`src/rtl/prog_mem.sv`:
```
// Program memory for a nibble CPU: 16 words of {data, opcode}. The CPU reads and stores through
// addr, and a serial loader streams a new image in while the old image streams out.
module prog_mem #(
  parameter int DEPTH = 16,
  parameter int WORD  = 8
) (
  input  logic            clk,
  input  logic            rst_n,
  input  logic [3:0]      addr,
  input  logic            we,
  input  logic [WORD-1:0] wdata,
  output logic [WORD-1:0] rdata,
  input  logic            load_en,
  input  logic            load_di,
  output logic            load_do,
  output logic            load_done
);

  localparam int BW = $clog2(WORD);
  localparam int HI = WORD / 2;

  typedef enum logic [1:0] {IDLE, LOAD, DONE} state_e;

  state_e                      state_q, state_d;
  logic [DEPTH-1:0][WORD-1:0]  mem_q, mem_d;
  logic [3:0]                  ptr_q, ptr_d;
  logic [BW-1:0]               bcnt_q, bcnt_d;
  logic [WORD-1:0]             sh_q, sh_d;
  logic                        load_done_q, load_done_d;
  logic [WORD-1:0]             word_in;

  // Only the data nibble of a CPU store reaches memory.
  logic unused_wdata;
  assign unused_wdata = ^wdata[HI-1:0];

  assign word_in = {sh_q[WORD-2:0], load_di};

  always_comb begin
    state_d = state_q;
    mem_d   = mem_q;
    ptr_d   = ptr_q;
    bcnt_d  = bcnt_q;
    sh_d    = sh_q;
    case (state_q)
      IDLE, DONE: begin
        if (we) mem_d[addr][WORD-1:HI] = wdata[WORD-1:HI];
        if (state_q == IDLE && load_en) begin
          state_d = LOAD;
          ptr_d   = '0;
          bcnt_d  = '0;
          sh_d    = mem_q[0];
        end
        if (state_q == DONE && !load_en) state_d = IDLE;
      end
      LOAD: begin
        if (!load_en) begin
          // Abort: the partially shifted word is dropped, completed words stay.
          state_d = IDLE;
          ptr_d   = '0;
          bcnt_d  = '0;
          sh_d    = '0;
        end else begin
          sh_d   = word_in;
          bcnt_d = bcnt_q + 1'b1;
          if (bcnt_q == BW'(WORD-1)) begin
            mem_d[ptr_q] = word_in;
            if (ptr_q == 4'(DEPTH-1)) begin
              state_d = DONE;
            end else begin
              ptr_d = ptr_q + 4'd1;
              sh_d  = mem_q[ptr_q + 4'd1];
            end
          end
        end
      end
      default: state_d = IDLE;
    endcase
    load_done_d = (state_d == DONE);
  end

  always_ff @(negedge clk or negedge rst_n) begin
    if (!rst_n) begin
      state_q     <= IDLE;
      mem_q       <= '0;
      ptr_q       <= '0;
      bcnt_q      <= '0;
      sh_q        <= '0;
      load_done_q <= 1'b0;
    end else begin
      state_q     <= state_d;
      mem_q       <= mem_d;
      ptr_q       <= ptr_d;
      bcnt_q      <= bcnt_d;
      sh_q        <= sh_d;
      load_done_q <= load_done_d;
    end
  end

  // The CPU sees NOPs while an image is being streamed in.
  assign rdata     = (state_q == LOAD) ? '0 : mem_q[addr];
  assign load_do   = sh_q[WORD-1];
  assign load_done = load_done_q;

endmodule

```
`config.mk`:
```
export PLATFORM = sky130hd
export DESIGN_NAME = prog_mem
export DESIGN_NICKNAME = d
export VERILOG_FILES = /design/src/rtl/prog_mem.sv
export SDC_FILE = /design/constraint.sdc
export NUM_CORES = 1
export LEC_CHECK = 0
export CORE_MARGIN = 3
export CORE_UTILIZATION = 51
export DETAILED_ROUTE_END_ITERATION = 10
export PLACE_DENSITY = 0.68
export SYNTH_ARGS = -nofsm -noshare
export SYNTH_HDL_FRONTEND = slang
export SYNTH_SLANG_ARGS = --single-unit
```
`constraint.sdc`:
```
create_clock -name clk -period 4.2 [get_ports clk]
set_clock_uncertainty 0.1 [all_clocks]
set_input_delay 0.84 -clock clk [delete_from_list [all_inputs] [get_ports clk]]
set_output_delay 0.84 -clock clk [all_outputs]
set_load 0.005 [all_outputs]
```
# After elaboration in Yosys (flattened, before gate mapping)
# Index checks and enable logic that the tools add are counted.
# totals
in_bits	17
out_inout_bits	10
ff_bits	146
# classes
eq_ne	11
mux	34
addsub	2
order_cmp	5
n_reduce_logical	11
# op_table
cell	count
two-way mux 128 bit	3
bitwise mux 128 bit	2
one-hot mux 128 bit (2 select lines)	1
two-way mux 8 bit	9
binary-select mux 8 bit (select 4 bit)	2
demux 8 bit (select 4 bit)	2
two-way mux 4 bit	4
one-hot mux 8 bit (2 select lines)	1
< comparator 4 x 5 -> 1 bit (second input constant)	3
two-way mux 2 bit	5
greater-or-equal comparator 4 x 1 -> 1 bit (second input constant)	2
!= test 2 bit (second input constant)	4
one-hot mux 4 bit (2 select lines)	1
AND reduction 4 bit	2
two-way mux 3 bit	2
!= test 3 bit (second input constant)	2
one-hot mux 3 bit (2 select lines)	1
adder 4 x 1 -> 4 bit (second input constant)	1
equality test 2 bit (second input constant)	2
equality test 4 bit (second input constant)	1
logical AND 1 bit	4
one-hot mux 2 bit (2 select lines)	1
adder 3 x 1 -> 3 bit (second input constant)	1
equality test 3 bit (second input constant)	1
other kinds (6)	6

# Longest topological paths before layout
# logic_depth
ltp_word	8
ltp_mapped	10
mapped_depth_nobuf	7

==> flow_summary.html <==
<table>
<tr><th>Metric</th><th>Value</th></tr>
<tr><th colspan="2">Detailed routing</th></tr>
<tr><td>Antenna violation net count after detailed routing</td><td>0</td></tr>
<tr><td>Length of the first detailed-routing pass in iterations</td><td>6</td></tr>
<tr><td>1st-iter DRT viols</td><td>1239</td></tr>
<tr><td>Average routed wire per standard cell</td><td>23.9 um</td></tr>
<tr><td>DRC errors left</td><td>0</td></tr>
<tr><td>Overall via count from detail_route</td><td>7692</td></tr>
<tr><td>Ratio of routed vias to standard cells</td><td>6.61</td></tr>
<tr><td>Routed Wire Length</td><td>27800 um</td></tr>
<tr><th colspan="2">Die</th></tr>
<tr><td>Total die area</td><td>0.0189 sq mm</td></tr>
<tr><td>Die width</td><td>137 um</td></tr>
<tr><td>Effective utilization at floorplan</td><td>52.6%</td></tr>
<tr><td>Cell row count</td><td>47</td></tr>
<tr><td>Die span in y</td><td>137 um</td></tr>
<tr><td>Number of I/O pins</td><td>27</td></tr>
<tr><td>Placeable core region</td><td>0.0168 sq mm</td></tr>
<tr><th colspan="2">Clock network</th></tr>
<tr><td>Clock input transition at the sequential cells of the worst setup and hold paths</td><td>0.05 ns</td></tr>
<tr><td>Number of clock buffers inserted by TritonCTS</td><td>17</td></tr>
<tr><td>H-tree Lvls</td><td>4</td></tr>
<tr><td>CTS tree</td><td>done</td></tr>
<tr><td>Sinks on the clock net</td><td>146</td></tr>
<tr><td>Clk Tree Root Cell</td><td>clkbuf_16</td></tr>
<tr><td>Source-to-sink clock delay at the later pin of the worst-skew pair</td><td>0.40 ns</td></tr>
<tr><td>Maximum root-to-sink buffer count</td><td>2</td></tr>
<tr><th colspan="2">GRT</th></tr>
<tr><td>Remaining Overflow, GRT</td><td>0</td></tr>
<tr><td>Via count of the first global-routing pass</td><td>7829</td></tr>
<tr><td>First-pass GRT wire length</td><td>44600 um</td></tr>
<tr><td>Antenna violations before repair</td><td>0</td></tr>
<tr><td>All-Layer GR Usage</td><td>31.2%</td></tr>
<tr><td>Largest net degree at the start of global routing</td><td>36</td></tr>
<tr><th colspan="2">Min path</th></tr>
<tr><td>Hold Path Class</td><td>flop to flop</td></tr>
<tr><td>Hold-critical path depth</td><td>1</td></tr>
<tr><th colspan="2">STA</th></tr>
<tr><td>Pins Over Slew Limit</td><td>0</td></tr>
<tr><td>Relative slew margins</td><td>27.4%</td></tr>
<tr><td>Worst Max-Slew Pin Slew</td><td>1.08 ns</td></tr>
<tr><td>RSZ-0062 raised after global routing</td><td>yes</td></tr>
<tr><td>Post-route worst setup slack</td><td>-0.886 ns</td></tr>
<tr><td>Final hold vios</td><td>0</td></tr>
<tr><td>Setup total negative slack</td><td>-6.84 ns</td></tr>
<tr><td>Final setup violation count</td><td>8</td></tr>
<tr><th colspan="2">Final layout</th></tr>
<tr><td>Area grow syn2layout</td><td>30.9%</td></tr>
<tr><td>Most frequent cells in the layout</td><td>buf_4 (184), dfrtn_1 (146), nand2_1 (73)</td></tr>
<tr><td>Total Nets Final</td><td>952</td></tr>
<tr><td>Summed area of non-filler cells in the final layout</td><td>0.0115 sq mm</td></tr>
<tr><td>Post-route core utilization</td><td>68.9%</td></tr>
<tr><td>Commonest non-fill, non-tap cell in the layout</td><td>buf_4</td></tr>
<tr><td>Layout cell share with drive strength beyond 1</td><td>40.4%</td></tr>
<tr><th colspan="2">Setup path</th></tr>
<tr><td>Data required time of the worst path</td><td>3.26 ns</td></tr>
<tr><td>Endpoint type of the worst setup path</td><td>primary output</td></tr>
<tr><td>Critical path type</td><td>flop to primary output</td></tr>
<tr><td>Critical-path maximum fanout</td><td>2</td></tr>
<tr><td>Register-to-Register Path Depth</td><td>6</td></tr>
<tr><td>Worst setup SP type</td><td>flop</td></tr>
<tr><td>Signal arrival time at the worst endpoint</td><td>4.15 ns</td></tr>
<tr><th colspan="2">Logic synthesis</th></tr>
<tr><td>Ys async rst share</td><td>100%</td></tr>
<tr><td>Number of synthesized flops with an enable pin</td><td>0</td></tr>
<tr><td>Number of warning messages in the yosys log</td><td>0</td></tr>
<tr><td>Total standard cell area after synthesis</td><td>0.00882 sq mm</td></tr>
<tr><td>Net Count, Synth</td><td>784</td></tr>
<tr><td>Leading cell types by total area after synthesis</td><td>dfrtn_1 (41%), mux4_2 (18%), mux2_1 (8.2%), a22oi_1 (5.5%), o21ai_1 (4.5%)</td></tr>
<tr><td>Avg Synthesized Cell Area</td><td>11.6 sq um</td></tr>
<tr><td>Largest area contributor in the netlist</td><td>dfrtn_1</td></tr>
<tr><td>Cells after Synth</td><td>761</td></tr>
<tr><td>Number of distinct library cells after synthesis</td><td>44</td></tr>
<tr><td>Sequential cell area fraction in the yosys report</td><td>41.4%</td></tr>
<tr><td>Total of flip-flops plus latches after synthesis</td><td>146</td></tr>
<tr><td>Fraction of post-synthesis cell area in the top cell type by area</td><td>41.4%</td></tr>
<tr><td>Most common flop cell mapped by yosys</td><td>dfrtn_1</td></tr>
<tr><th colspan="2">Power and ir drop</th></tr>
<tr><td>Flop pwr share</td><td>41.3%</td></tr>
<tr><td>Worst supply voltage drop on vdd</td><td>0.000271 V</td></tr>
<tr><td>Combinational share of power</td><td>17.7%</td></tr>
<tr><td>Switching power</td><td>1.07 mW</td></tr>
<tr><td>Clock network fraction of design power</td><td>41.0%</td></tr>
<tr><td>PwrDens</td><td>347 mW/mm^2</td></tr>
<tr><td>Leakage power of the design</td><td>5.09 nW</td></tr>
<tr><td>Internal Power</td><td>2.94 mW</td></tr>
<tr><td>Share of total power consumed by net switching</td><td>26.7%</td></tr>
<tr><th colspan="2">Status</th></tr>
<tr><td>Run status</td><td>complete, but fails checks</td></tr>
<tr><td>Failing checks</td><td>negative setup slack</td></tr>
<tr><th colspan="2">Placement</th></tr>
<tr><td>Cell area reported after detailed placement</td><td>0.0107 sq mm</td></tr>
<tr><td>Buffers added on ports</td><td>22</td></tr>
<tr><td>Post-DP HPWL</td><td>19600 um</td></tr>
<tr><td>Final weighted congestion of routability-driven global placement</td><td>0.979</td></tr>
<tr><th colspan="2">Run</th></tr>
<tr><td>Total of max-cap violations</td><td>0</td></tr>
</table>
==> final timing paths <==
path / start / endpoint / slack [ns]
max in group asynchronous: rst_n / mem_q[37] / 1.17
worst max register to register: ptr_q[0] / sh_q[7] / 1.07
min in group asynchronous: rst_n / mem_q[1] / 2.20
worst min register to register: bcnt_q[1] / bcnt_q[1] / 0.35
worst max-delay path: mem_q[90] / rdata[2] / -0.89
worst min-delay path: bcnt_q[1] / bcnt_q[1] / 0.35
==> worst max-delay path: stages, from the launching register on <==
cell and delay, ns:
dfrtn_1 0.35, mux4_2 0.54, mux4_2 0.50, and2_4 0.16
buf_6 0.11
==> flip-flops by register name (all words and copies together), names as in the netlist <==
signal     count
mem_q        128
sh_q           8
ptr_q          4
bcnt_q         3
state_q        2
load_done      1
==> layout make-up <==
| cell class | instances | area [sq um] |
|---|---|---|
| inverters | 4 | 27.5 |
| well taps | 220 | 275 |
| clock inverters | 12 | 181 |
| flip-flops and latches | 146 | 3650 |
| multi-input cells | 543 | 5170 |
| fillers | 1170 | 5210 |
| repair buffers | 217 | 1790 |
| clock buffers | 20 | 447 |
| diodes | 1 | 2.50 |
==> kinds of logic after synthesis <==
kind of cell             after synthesis  share of synthesized area, %
multiplexers                         136                          26.6
buffers and inverters                 72                          3.77
flip-flops                           146                          41.4
AND/OR/NAND/NOR                      186                          12.1
adder cells (fa/ha/maj)                6                         0.851
AO/OA/AOI/OAI                        215                          15.3
==> per-stage QoR <==
step | std cells | worst slack [ns] | power [mW] | hold slack [ns]
2_1_floorplan | 761 | -0.240 | 2.00 | 0.309
3_3_place_gp | 1110 | -0.788 | 2.32 | 0.329
3_5_place_dp | 1110 | -0.836 | 2.35 | 0.355
4_1_cts | 1156 | -0.878 | 4.00 | 0.354
5_1_grt | 1162 | -0.918 | 4.15 | 0.370
6_report | 1163 | -0.886 | 4.01 | 0.350
==> Yosys cell counts (all sizes together) (4+ instances only) <==
cell    instances
a21oi          21
a22oi          65
a31oi          10
and2           16
buf            35
clkbuf         33
dfrtn         146
ha              6
mux2           64
mux4           72
nand2          75
nand2b         16
nor2           23
nor2b          11
nor3           22
nor4            4
nor4b           6
o21ai          81
o21bai          8
o221ai          8
o22ai          13
or2             4
==> layer usage <==
layer  wire length, um  vias to the layer above  GRT usage (%)  share of wire, %
met4               715                        0           9.98               2.6
met3              2440                       74           5.41               8.8
met5                 0                        -              0                 0
met2             13200                      490           48.5                47
li1                  -                     3256              -                 -
met1             11400                     3872           45.1                41
==> timing repair <==
item,4_1_cts,5_1_grt
resized for setup,60,3
setup endpoints to repair,138,27
hold buffers,0,0
hold endpoints to repair,0,0
pin swaps,21,1
cloned,0,0
setup buffers,14,6
==> power groups by stage <==
stage | logic (mW) | clock network (mW) | registers, mW
floorplan | 0.375 | 0 | 1.63
global placement | 0.661 | 0 | 1.66
detailed placement | 0.683 | 0 | 1.67
CTS | 0.698 | 1.65 | 1.65
global route | 0.766 | 1.72 | 1.67
finish | 0.710 | 1.64 | 1.65
Power figures use the tool's default switching activity.
